**src/rtl/sram_arbiter_if.sv**
```systemverilog
// Signal bundle between the CPU/video requesters, the SRAM pins and the arbiter.
// The slave modport is the arbiter's view; master is the requester/SRAM side.
interface sram_arbiter_if #(
  parameter int ADDR_W = 18
);
  logic              cpu_req;
  logic              cpu_we;
  logic [ADDR_W-1:0] cpu_addr;
  logic [7:0]        cpu_wdata;
  logic              cpu_ack;
  logic [7:0]        cpu_rdata;

  logic              vid_req;
  logic [ADDR_W-1:0] vid_addr;
  logic              vid_ack;
  logic [7:0]        vid_rdata;

  logic              RAMCS_b;
  logic              RAMOE_b;
  logic              RAMWE_b;
  logic [ADDR_W-1:0] ADR;
  logic [7:0]        dat_out;
  logic              dat_oe;
  logic [7:0]        dat_in;
  logic              busy;

  modport slave (
    input  cpu_req, cpu_we, cpu_addr, cpu_wdata, vid_req, vid_addr, dat_in,
    output cpu_ack, cpu_rdata, vid_ack, vid_rdata,
    output RAMCS_b, RAMOE_b, RAMWE_b, ADR, dat_out, dat_oe, busy
  );

  modport master (
    output cpu_req, cpu_we, cpu_addr, cpu_wdata, vid_req, vid_addr, dat_in,
    input  cpu_ack, cpu_rdata, vid_ack, vid_rdata,
    input  RAMCS_b, RAMOE_b, RAMWE_b, ADR, dat_out, dat_oe, busy
  );
endinterface

```
**src/rtl/sram_arbiter.sv**
```systemverilog
// Two-port (CPU read/write, video read-only) round-robin arbiter for an
// asynchronous byte-wide SRAM with registered strobes and parameterised timing.
module sram_arbiter #(
  parameter int ADDR_W    = 18,
  parameter int RD_CYCLES = 2,
  parameter int WR_CYCLES = 2
) (
  input  logic          clk,
  input  logic          reset,
  sram_arbiter_if.slave bus
);

  typedef enum logic [1:0] {IDLE, RD, WR, WR_HOLD} state_e;
  typedef enum logic {OWN_CPU = 1'b0, OWN_VID = 1'b1} owner_e;

  localparam logic [3:0] RD_LAST = 4'(RD_CYCLES - 1);
  localparam logic [3:0] WR_LAST = 4'(WR_CYCLES - 1);

  state_e            state_q, state_d;
  logic [3:0]        cnt_q, cnt_d;
  owner_e            owner_q, owner_d;
  owner_e            last_grant_q, last_grant_d;
  logic [ADDR_W-1:0] adr_q, adr_d;
  logic [7:0]        dout_q, dout_d;
  logic [7:0]        cpu_rdata_q, cpu_rdata_d;
  logic [7:0]        vid_rdata_q, vid_rdata_d;
  logic              cpu_ack_q, cpu_ack_d;
  logic              vid_ack_q, vid_ack_d;
  logic              cs_b_q, cs_b_d;
  logic              oe_b_q, oe_b_d;
  logic              we_b_q, we_b_d;
  logic              dat_oe_q, dat_oe_d;

  logic cpu_pend, vid_pend, grant_vid;

  // A request seen in its own ack cycle is stale and must not retrigger.
  assign cpu_pend  = bus.cpu_req & ~cpu_ack_q;
  assign vid_pend  = bus.vid_req & ~vid_ack_q;
  assign grant_vid = vid_pend & (~cpu_pend | (last_grant_q == OWN_CPU));

  always_comb begin
    // NOTE: every _d gets its default first, so no path through the case infers a latch.
    state_d      = state_q;
    cnt_d        = cnt_q;
    owner_d      = owner_q;
    last_grant_d = last_grant_q;
    adr_d        = adr_q;
    dout_d       = dout_q;
    cpu_rdata_d  = cpu_rdata_q;
    vid_rdata_d  = vid_rdata_q;
    cpu_ack_d    = 1'b0;
    vid_ack_d    = 1'b0;

    case (state_q)
      IDLE: begin
        if (cpu_pend || vid_pend) begin
          owner_d      = grant_vid ? OWN_VID : OWN_CPU;
          last_grant_d = owner_d;
          cnt_d        = '0;
          if (grant_vid) begin
            adr_d   = bus.vid_addr;
            state_d = RD;
          end else begin
            adr_d = bus.cpu_addr;
            if (bus.cpu_we) begin
              dout_d  = bus.cpu_wdata;
              state_d = WR;
            end else begin
              state_d = RD;
            end
          end
        end
      end
      RD: begin
        if (cnt_q == RD_LAST) begin
          state_d = IDLE;
          if (owner_q == OWN_VID) begin
            vid_rdata_d = bus.dat_in;
            vid_ack_d   = 1'b1;
          end else begin
            cpu_rdata_d = bus.dat_in;
            cpu_ack_d   = 1'b1;
          end
        end else begin
          cnt_d = cnt_q + 4'd1;
        end
      end
      WR: begin
        if (cnt_q == WR_LAST) state_d = WR_HOLD;
        else                  cnt_d   = cnt_q + 4'd1;
      end
      WR_HOLD: begin
        // Only the CPU can own a write.
        state_d   = IDLE;
        cpu_ack_d = 1'b1;
      end
      default: state_d = IDLE;
    endcase

    // Strobes follow the next state so the pins are registered, not decoded.
    cs_b_d   = (state_d == IDLE);
    oe_b_d   = (state_d != RD);
    we_b_d   = (state_d != WR);
    dat_oe_d = (state_d == WR) || (state_d == WR_HOLD);
  end

  always_ff @(posedge clk) begin
    // NOTE: non-blocking assignments so every register samples pre-edge values.
    if (reset) begin
      state_q      <= IDLE;
      cnt_q        <= '0;
      owner_q      <= OWN_CPU;
      last_grant_q <= OWN_CPU;
      adr_q        <= '0;
      dout_q       <= '0;
      cpu_rdata_q  <= '0;
      vid_rdata_q  <= '0;
      cpu_ack_q    <= 1'b0;
      vid_ack_q    <= 1'b0;
      cs_b_q       <= 1'b1;
      oe_b_q       <= 1'b1;
      we_b_q       <= 1'b1;
      dat_oe_q     <= 1'b0;
    end else begin
      state_q      <= state_d;
      cnt_q        <= cnt_d;
      owner_q      <= owner_d;
      last_grant_q <= last_grant_d;
      adr_q        <= adr_d;
      dout_q       <= dout_d;
      cpu_rdata_q  <= cpu_rdata_d;
      vid_rdata_q  <= vid_rdata_d;
      cpu_ack_q    <= cpu_ack_d;
      vid_ack_q    <= vid_ack_d;
      cs_b_q       <= cs_b_d;
      oe_b_q       <= oe_b_d;
      we_b_q       <= we_b_d;
      dat_oe_q     <= dat_oe_d;
    end
  end

  assign bus.cpu_ack   = cpu_ack_q;
  assign bus.cpu_rdata = cpu_rdata_q;
  assign bus.vid_ack   = vid_ack_q;
  assign bus.vid_rdata = vid_rdata_q;
  assign bus.RAMCS_b   = cs_b_q;
  assign bus.RAMOE_b   = oe_b_q;
  assign bus.RAMWE_b   = we_b_q;
  assign bus.ADR       = adr_q;
  assign bus.dat_out   = dout_q;
  assign bus.dat_oe    = dat_oe_q;
  assign bus.busy      = (state_q != IDLE);

endmodule
```
**src/flat_wrapper.sv**
```systemverilog
// flat-port wrapper written by rule: the top's interface ports become plain ports
module sram_arbiter_flat 
#(
  parameter int ADDR_W    = 18,
  parameter int RD_CYCLES = 2,
  parameter int WR_CYCLES = 2
)
  (clk, reset, bus_cpu_req, bus_cpu_we, bus_cpu_addr, bus_cpu_wdata, bus_vid_req, bus_vid_addr, bus_dat_in, bus_cpu_ack, bus_cpu_rdata, bus_vid_ack, bus_vid_rdata, bus_RAMCS_b, bus_RAMOE_b, bus_RAMWE_b, bus_ADR, bus_dat_out, bus_dat_oe, bus_busy);
  sram_arbiter_if #(.ADDR_W(ADDR_W)) bus_i ();
  input  logic clk;
  input  logic reset;
  input wire logic [$bits(bus_i.cpu_req)-1:0] bus_cpu_req;
  input wire logic [$bits(bus_i.cpu_we)-1:0] bus_cpu_we;
  input wire logic [$bits(bus_i.cpu_addr)-1:0] bus_cpu_addr;
  input wire logic [$bits(bus_i.cpu_wdata)-1:0] bus_cpu_wdata;
  input wire logic [$bits(bus_i.vid_req)-1:0] bus_vid_req;
  input wire logic [$bits(bus_i.vid_addr)-1:0] bus_vid_addr;
  input wire logic [$bits(bus_i.dat_in)-1:0] bus_dat_in;
  output wire logic [$bits(bus_i.cpu_ack)-1:0] bus_cpu_ack;
  output wire logic [$bits(bus_i.cpu_rdata)-1:0] bus_cpu_rdata;
  output wire logic [$bits(bus_i.vid_ack)-1:0] bus_vid_ack;
  output wire logic [$bits(bus_i.vid_rdata)-1:0] bus_vid_rdata;
  output wire logic [$bits(bus_i.RAMCS_b)-1:0] bus_RAMCS_b;
  output wire logic [$bits(bus_i.RAMOE_b)-1:0] bus_RAMOE_b;
  output wire logic [$bits(bus_i.RAMWE_b)-1:0] bus_RAMWE_b;
  output wire logic [$bits(bus_i.ADR)-1:0] bus_ADR;
  output wire logic [$bits(bus_i.dat_out)-1:0] bus_dat_out;
  output wire logic [$bits(bus_i.dat_oe)-1:0] bus_dat_oe;
  output wire logic [$bits(bus_i.busy)-1:0] bus_busy;
  assign bus_i.cpu_req = bus_cpu_req;
  assign bus_i.cpu_we = bus_cpu_we;
  assign bus_i.cpu_addr = bus_cpu_addr;
  assign bus_i.cpu_wdata = bus_cpu_wdata;
  assign bus_i.vid_req = bus_vid_req;
  assign bus_i.vid_addr = bus_vid_addr;
  assign bus_i.dat_in = bus_dat_in;
  assign bus_cpu_ack = bus_i.cpu_ack;
  assign bus_cpu_rdata = bus_i.cpu_rdata;
  assign bus_vid_ack = bus_i.vid_ack;
  assign bus_vid_rdata = bus_i.vid_rdata;
  assign bus_RAMCS_b = bus_i.RAMCS_b;
  assign bus_RAMOE_b = bus_i.RAMOE_b;
  assign bus_RAMWE_b = bus_i.RAMWE_b;
  assign bus_ADR = bus_i.ADR;
  assign bus_dat_out = bus_i.dat_out;
  assign bus_dat_oe = bus_i.dat_oe;
  assign bus_busy = bus_i.busy;
  sram_arbiter #(.ADDR_W(ADDR_W), .RD_CYCLES(RD_CYCLES), .WR_CYCLES(WR_CYCLES)) u_core (.clk(clk), .reset(reset), .bus(bus_i));
endmodule
```
**config.mk**
```make
export PLATFORM = sky130hd
export DESIGN_NAME = sram_arbiter_flat
export DESIGN_NICKNAME = d
export VERILOG_FILES = /design/src/rtl/sram_arbiter_if.sv /design/src/rtl/sram_arbiter.sv /design/src/flat_wrapper.sv
export SDC_FILE = /design/constraint.sdc
export NUM_CORES = 1
export LEC_CHECK = 0
export ABC_AREA = 1
export BUFFER_PORTS_ARGS = -buffer_cell sky130_fd_sc_hd__buf_2
export CORE_MARGIN = 2
export CORE_UTILIZATION = 50
export DETAILED_ROUTE_END_ITERATION = 10
export GPL_TIMING_DRIVEN = 0
export PLACE_DENSITY_LB_ADDON = 0.12
export SETUP_SLACK_MARGIN = 0.4
export SLEW_MARGIN = 20
export SYNTH_ARGS = -nofsm -noshare
export SYNTH_HDL_FRONTEND = slang
export SYNTH_SLANG_ARGS = --single-unit
```
**constraint.sdc**
```tcl
create_clock -name clk -period 4.8 [get_ports clk]
set_clock_uncertainty 0.2 [all_clocks]
set_input_delay 0.96 -clock clk [delete_from_list [all_inputs] [get_ports clk]]
set_output_delay 0.96 -clock clk [all_outputs]
set_load 0.01 [all_outputs]
```
==> results of run 1 <==
## worst paths after layout
kind	to	depth (start not counted)	from
setup / recovery	bus_busy	4	u_core.state_q[0]
hold / removal	u_core.bus.vid_rdata[3]	2	u_core.bus.vid_rdata[3]
setup reg to reg	u_core.cnt_q[3]	7	u_core.state_q[0]
hold reg to reg	u_core.bus.vid_rdata[3]	2	u_core.bus.vid_rdata[3]
## flip-flops by register name (all words and copies together) (netlist names), 2 cells and up
name                  flops
u_core.bus.ADR           18
u_core.bus.cpu_rdata      8
u_core.bus.dat_out        8
u_core.bus.vid_rdata      8
u_core.cnt_q              4
u_core.state_q            2
## synthesized netlist by cell type, drive strengths merged
| cell | number |
|---|---|
| a21oi | 15 |
| dfxtp | 55 |
| nor2 | 72 |
| clkbuf | 4 |
| xnor2 | 1 |
| nand2 | 94 |
| ha | 8 |
| buf | 9 |
| nor3 | 9 |
| nand3 | 39 |
| inv | 36 |
| or2 | 2 |
| o21ai | 17 |
## cells in the final DEF, fill, tap and decap left out, drive strengths merged
cell type    n
a21oi       15
buf        113
clkbuf      11
clkinv       1
dfxtp       55
ha           8
inv         36
nand2       94
nand3       39
nor2        72
nor3         9
o21ai       17
or2          2
xnor2        1
## routing by layer
metal	wire, µm	up-vias	GRT usage (%)	part of all wire (%)
met5	0	-	0	0
met4	22	0	4.365	0.37
met3	489	2	6.827	8.1
met2	2865	77	37.04	48
met1	2646	1114	26.53	44
li1	-	1346	-	-
## layout make-up
type	instances	area, µm²	share of cell area [%]
timing repair buffer	104	520.5	16.22
inverter	36	135.1	4.212
clock buffer	7	76.32	2.379
buffer	13	85.08	2.652
sequential	55	1101	34.32
multi-input combinational	257	1201	37.44
tap	67	83.83	2.613
clock inverter	1	5.005	0.1560
## metrics by stage
stage / worst slack [ns] / area [µm²]
after floorplan: 2.814 / 2522
after global placement: 2.548 / 3127
after detailed placement: 2.543 / 3127
after CTS: 2.295 / 3208
after global routing: 2.220 / 3208
final: 2.292 / 3208
## power groups by stage
stage	registers [mW]	logic, mW	clock network (mW)
floorplan	0.682	0.435	0
global placement	0.637	0.686	0
detailed placement	0.639	0.700	0
CTS	0.629	0.702	0.248
global route	0.643	0.799	0.261
finish	0.629	0.695	0.237
## cells by family (layout without fill, tap and decap cells)
group	count (synthesis)	in the layout	share of synthesized area (%)
buf+inv	49	161	8.730
fa+ha+maj	8	8	3.968
compound gates	32	32	6.349
simple gates	216	216	36.95
xor+xnor	1	1	0.3473
flops	55	55	43.65
## tightest hold or removal path: cells and delay by family, from the launching register on
family	cells	cell delay, ns
flops	1	0.32
simple gates	1	0.06
compound gates	1	0.05
==> impl_metrics.ini, run 1 <==
[power_and_ir_drop]
p_sw_share_pct = 40.04
p_leak_nw = 1.745
combinationalPowerShare_pct = 44.5
ir_worst_vdd_mv = 0.2501
intPower_uw = 936.2
p_per_area_nw_per_um2 = 486.7
power_switching_uw = 625.1
pwr-share-clk_pct = 15.2
p_total_mw = 1.561
p_seq_share_pct = 40.3

[grt]
gr-usage-all-layers_pct = 21.51
grt_pass1_wl_um = 9480
grt_pass1_vias = 2252
antenna_found_initial = 0
grt_max_degree = 16
grt_overflow = 0

[worst_setup_path]
crit_path_top_delay_cell = dfxtp_1
slowest_delay_ns = 0.43
worst-path-buf-inv = 3
worstPathArrival_ns = 1.35
required_ns = 3.64
end_kind = output port
path_cells = inv_1 > ha_1 > inv_1 > buf_2
reg2reg_setup_slack_ns = 2.94
path_common_cell = inv_1
crit_path_max_fanout = 5
critPathLaunchType = register
criticalPathCategory = register to output port
path_delay_family = flip-flops

[layout]
area_delta_synth_final_pct = 27.18
fillers = 480
antenna_cells = 0
fin_util_pct = 67.03
fin_cells = 540
nNetsFinal = 537
drive_gt1_share_pct = 28.75

[timing]
tns_ns = 0
fmax_mhz = 398.7
whs_ns = 0.2676
setup_viol = 0
period_needed_ns = 2.508
hold_viol = 0
worst_pin_slew_ns = 0.5631
rsz0062_at_grt = false
final_max_slew_viol_count = 0
post-route-period-util_pct = 52.25
max-slew-margin-rel_pct = 62.46

[synthesis]
yosysSeqAreaShare_pct = 43.65
netlist_top_cells_area = dfxtp_1 44%, nand2_1 13%, nor2_1 10%
syn_nets = 426
yosys_warnings = 0
yosys_register_bits = 55
synth_area_um2 = 2522
synth_top_cell_by_area = dfxtp_1
synth_cell_types = 23
syn_inst = 361
syn_avg_cell_area_um2 = 6.987
synth.top_cell.area_share_pct = 43.65

[floorplan]
die_w_um = 75.03
start_util_pct = 52.71
rows = 25
dieArea_um2 = 5629
die_h_um = 75.03
io_pins = 106
core_area_um2 = 4786

[placement]
port_buffers = 104
dp_hpwl_um = 4632
gp_congestion = 0.8235
placed_cells = 532

[clock_tree]
max-clock-path-buffers = 2
clkLatencyLatePin_ns = 0.29
post_cts_buffers = 0
cts_sinks = 55
cts_tree = yes
hold_buffers = 0
ctsResizeCount = 0
h-tree-depth = 2
root_buffer = clkbuf_8
path_clk_slew_ns = 0.09
cts_made_buffers = 5

[routing]
wirelength_um = 6023
drc = 0
vias = 2539
viasPerCell = 4.702
ant_nets = 0
drt_iter0_drc = 71
drtPass1Iterations = 4
wl_per_cell_um = 11.15

[job]
cap_viol_max_count = 0

[status]
status = finished, final reports clean

[hold_path]
hold_path_class = register to register
Power figures use the tool's default switching activity.
==> inputs of run 2 (changes only) <==
Settings changed: CORE_UTILIZATION 50 to 43.
Clock period 4.8 ns to 2.3 ns, I/O delays scaled along.
==> run 2 against run 1 <==
Effect of this change: setup slack worse by 1.8 ns; core utilization down 8.9 points; sequential share of layout area down 0.22 points; register-to-register slack worse by 2.3 ns; final cell count up 1.1%; clock-buffer cell count down 1; combinational power up 110%.
==> impl_metrics.ini, run 2 (same netlist as run 1, synthesis figures left out) <==
[worst_setup_path]
crit_path_top_delay_cell = dfxtp_4
reg2reg_depth = 8
path_cells = inv_1 > ha_2 > inv_1 > buf_2
end_kind = output port
worstPathArrival_ns = 1.18
required_ns = 1.64
worst-path-buf-inv = 3
path_delay_family = flip-flops
cp_num_cells = 4
crit_path_max_fanout = 6
criticalPathCategory = register to output port
path_common_cell = inv_1
critPathLaunchType = register
crit_path_start = u_core.state_q[1]
slowest_delay_ns = 0.37
timing.rr.start = u_core.state_q[1]

[grt]
grt_overflow = 0
gr-usage-all-layers_pct = 19.15
antenna_found_initial = 0
grt_pass1_vias = 2104
grt_max_degree = 16
grt_pass1_wl_um = 9687

[layout]
register_area_um2 = 1106
fin_util_pct = 58.18
largest_reg_flops = 18
fillers = 553
final_common_cell = buf_2
area_delta_synth_final_pct = 28.57
multiInputGateArea_um2 = 1204
nNetsFinal = 539
final_cell_mix = 106 x buf_2, 86 x nand2_1, 68 x nor2_1, 53 x dfxtp_1, 39 x nand3_1
antenna_cells = 0
drive_gt1_share_pct = 30.17

[routing]
wl_per_cell_um = 11.42
vias = 2542
ant_nets = 0
wirelength_um = 6235
drtPass1Iterations = 4
viasPerCell = 4.656
drt_iter0_drc = 79
drc = 0

[floorplan]
rows = 27
die_h_um = 80.59
core_area_um2 = 5574
start_util_pct = 45.25
dieArea_um2 = 6495
die_w_um = 80.59
io_pins = 106

[clock_tree]
cts_made_buffers = 5
root_buffer = clkbuf_8
max-clock-path-buffers = 2
clkLatencyLatePin_ns = 0.30
cts_sinks = 55
path_clk_slew_ns = 0.10
h-tree-depth = 2
cts_tree = yes
hold_buffers = 0

[timing]
setup_viol = 0
post-route-period-util_pct = 80.01
period_needed_ns = 1.840
fmax_mhz = 543.4
tns_ns = 0
worst_pin_slew_ns = 0.5863
final_max_slew_viol_count = 0
max-slew-margin-rel_pct = 60.91
whs_ns = 0.1904
fin_ws_ns = 0.4597
hold_viol = 0
rsz0062_at_grt = true

[status]
status = finished, final reports clean

[power_and_ir_drop]
p_leak_nw = 1.760
p_per_area_nw_per_um2 = 1024
ir_worst_vdd_mv = 0.4349
p_total_mw = 3.322

[job]
cap_viol_max_count = 0

[placement]
dp_hpwl_um = 4687
port_buffers = 104
post-place-ws_ns = 0.5063
gp_congestion = 0.7978

[hold_path]
hold_depth = 3
hp-start = bus_dat_in[7]
hold_path_class = primary input to register
[run 2: routing by layer]
| metal | up-vias | GRT usage [%] | part of all wire, % |
|---|---|---|---|
| met4 | 0 | 5.254 | 1.0 |
| met5 | - | 0 | 0 |
| met1 | 1099 | 25.03 | 46 |
| met2 | 89 | 30.83 | 44 |
| li1 | 1348 | - | - |
| met3 | 6 | 5.506 | 8.4 |
[run 2: worst min-delay path, stage by stage]
cell and delay (ns):
buf_2 0.09, nor2_1 0.04, nor2_1 0.08
[run 2: final timing paths]
check	end	slack (ns)
setup / recovery	bus_busy	0.46
hold / removal	u_core.bus.cpu_rdata[7]	0.19
setup reg to reg	u_core.bus.ADR[17]	0.63
hold reg to reg	u_core.bus.vid_rdata[2]	0.27
[run 2: cell type report]
type,count,area share [%]
Clock inverter,1,0.1543
Clock buffer,6,2.546
Tap cell,72,2.778
Timing Repair Buffer,106,16.51
Multi-Input combinational cell,257,37.11
Sequential cell,55,34.10
Inverter,36,4.167
Buffer,13,2.623
[run 2: power by group]
| part | switching (mW) | total (mW) | internal (mW) |
|---|---|---|---|
| Clock | 0.295 | 0.532 | 0.237 |
| Combinational | 0.900 | 1.47 | 0.565 |
| Sequential | 0.133 | 1.32 | 1.19 |
| Total | 1.33 | 3.32 | 1.99 |
[run 2: repair_timing]
action,CTS,global route
gates resized for setup,4,1
buffers inserted,0,2
pin swaps,0,1
endpoints found under the setup margin,1,2
[run 2: metrics by stage]
stage / cell area (µm²) / instances
6_report: 3243 / 546
5_1_grt: 3243 / 546
3_3_place_gp: 3133 / 537
4_1_cts: 3226 / 544
3_5_place_dp: 3133 / 537
2_1_floorplan: 2522 / 361
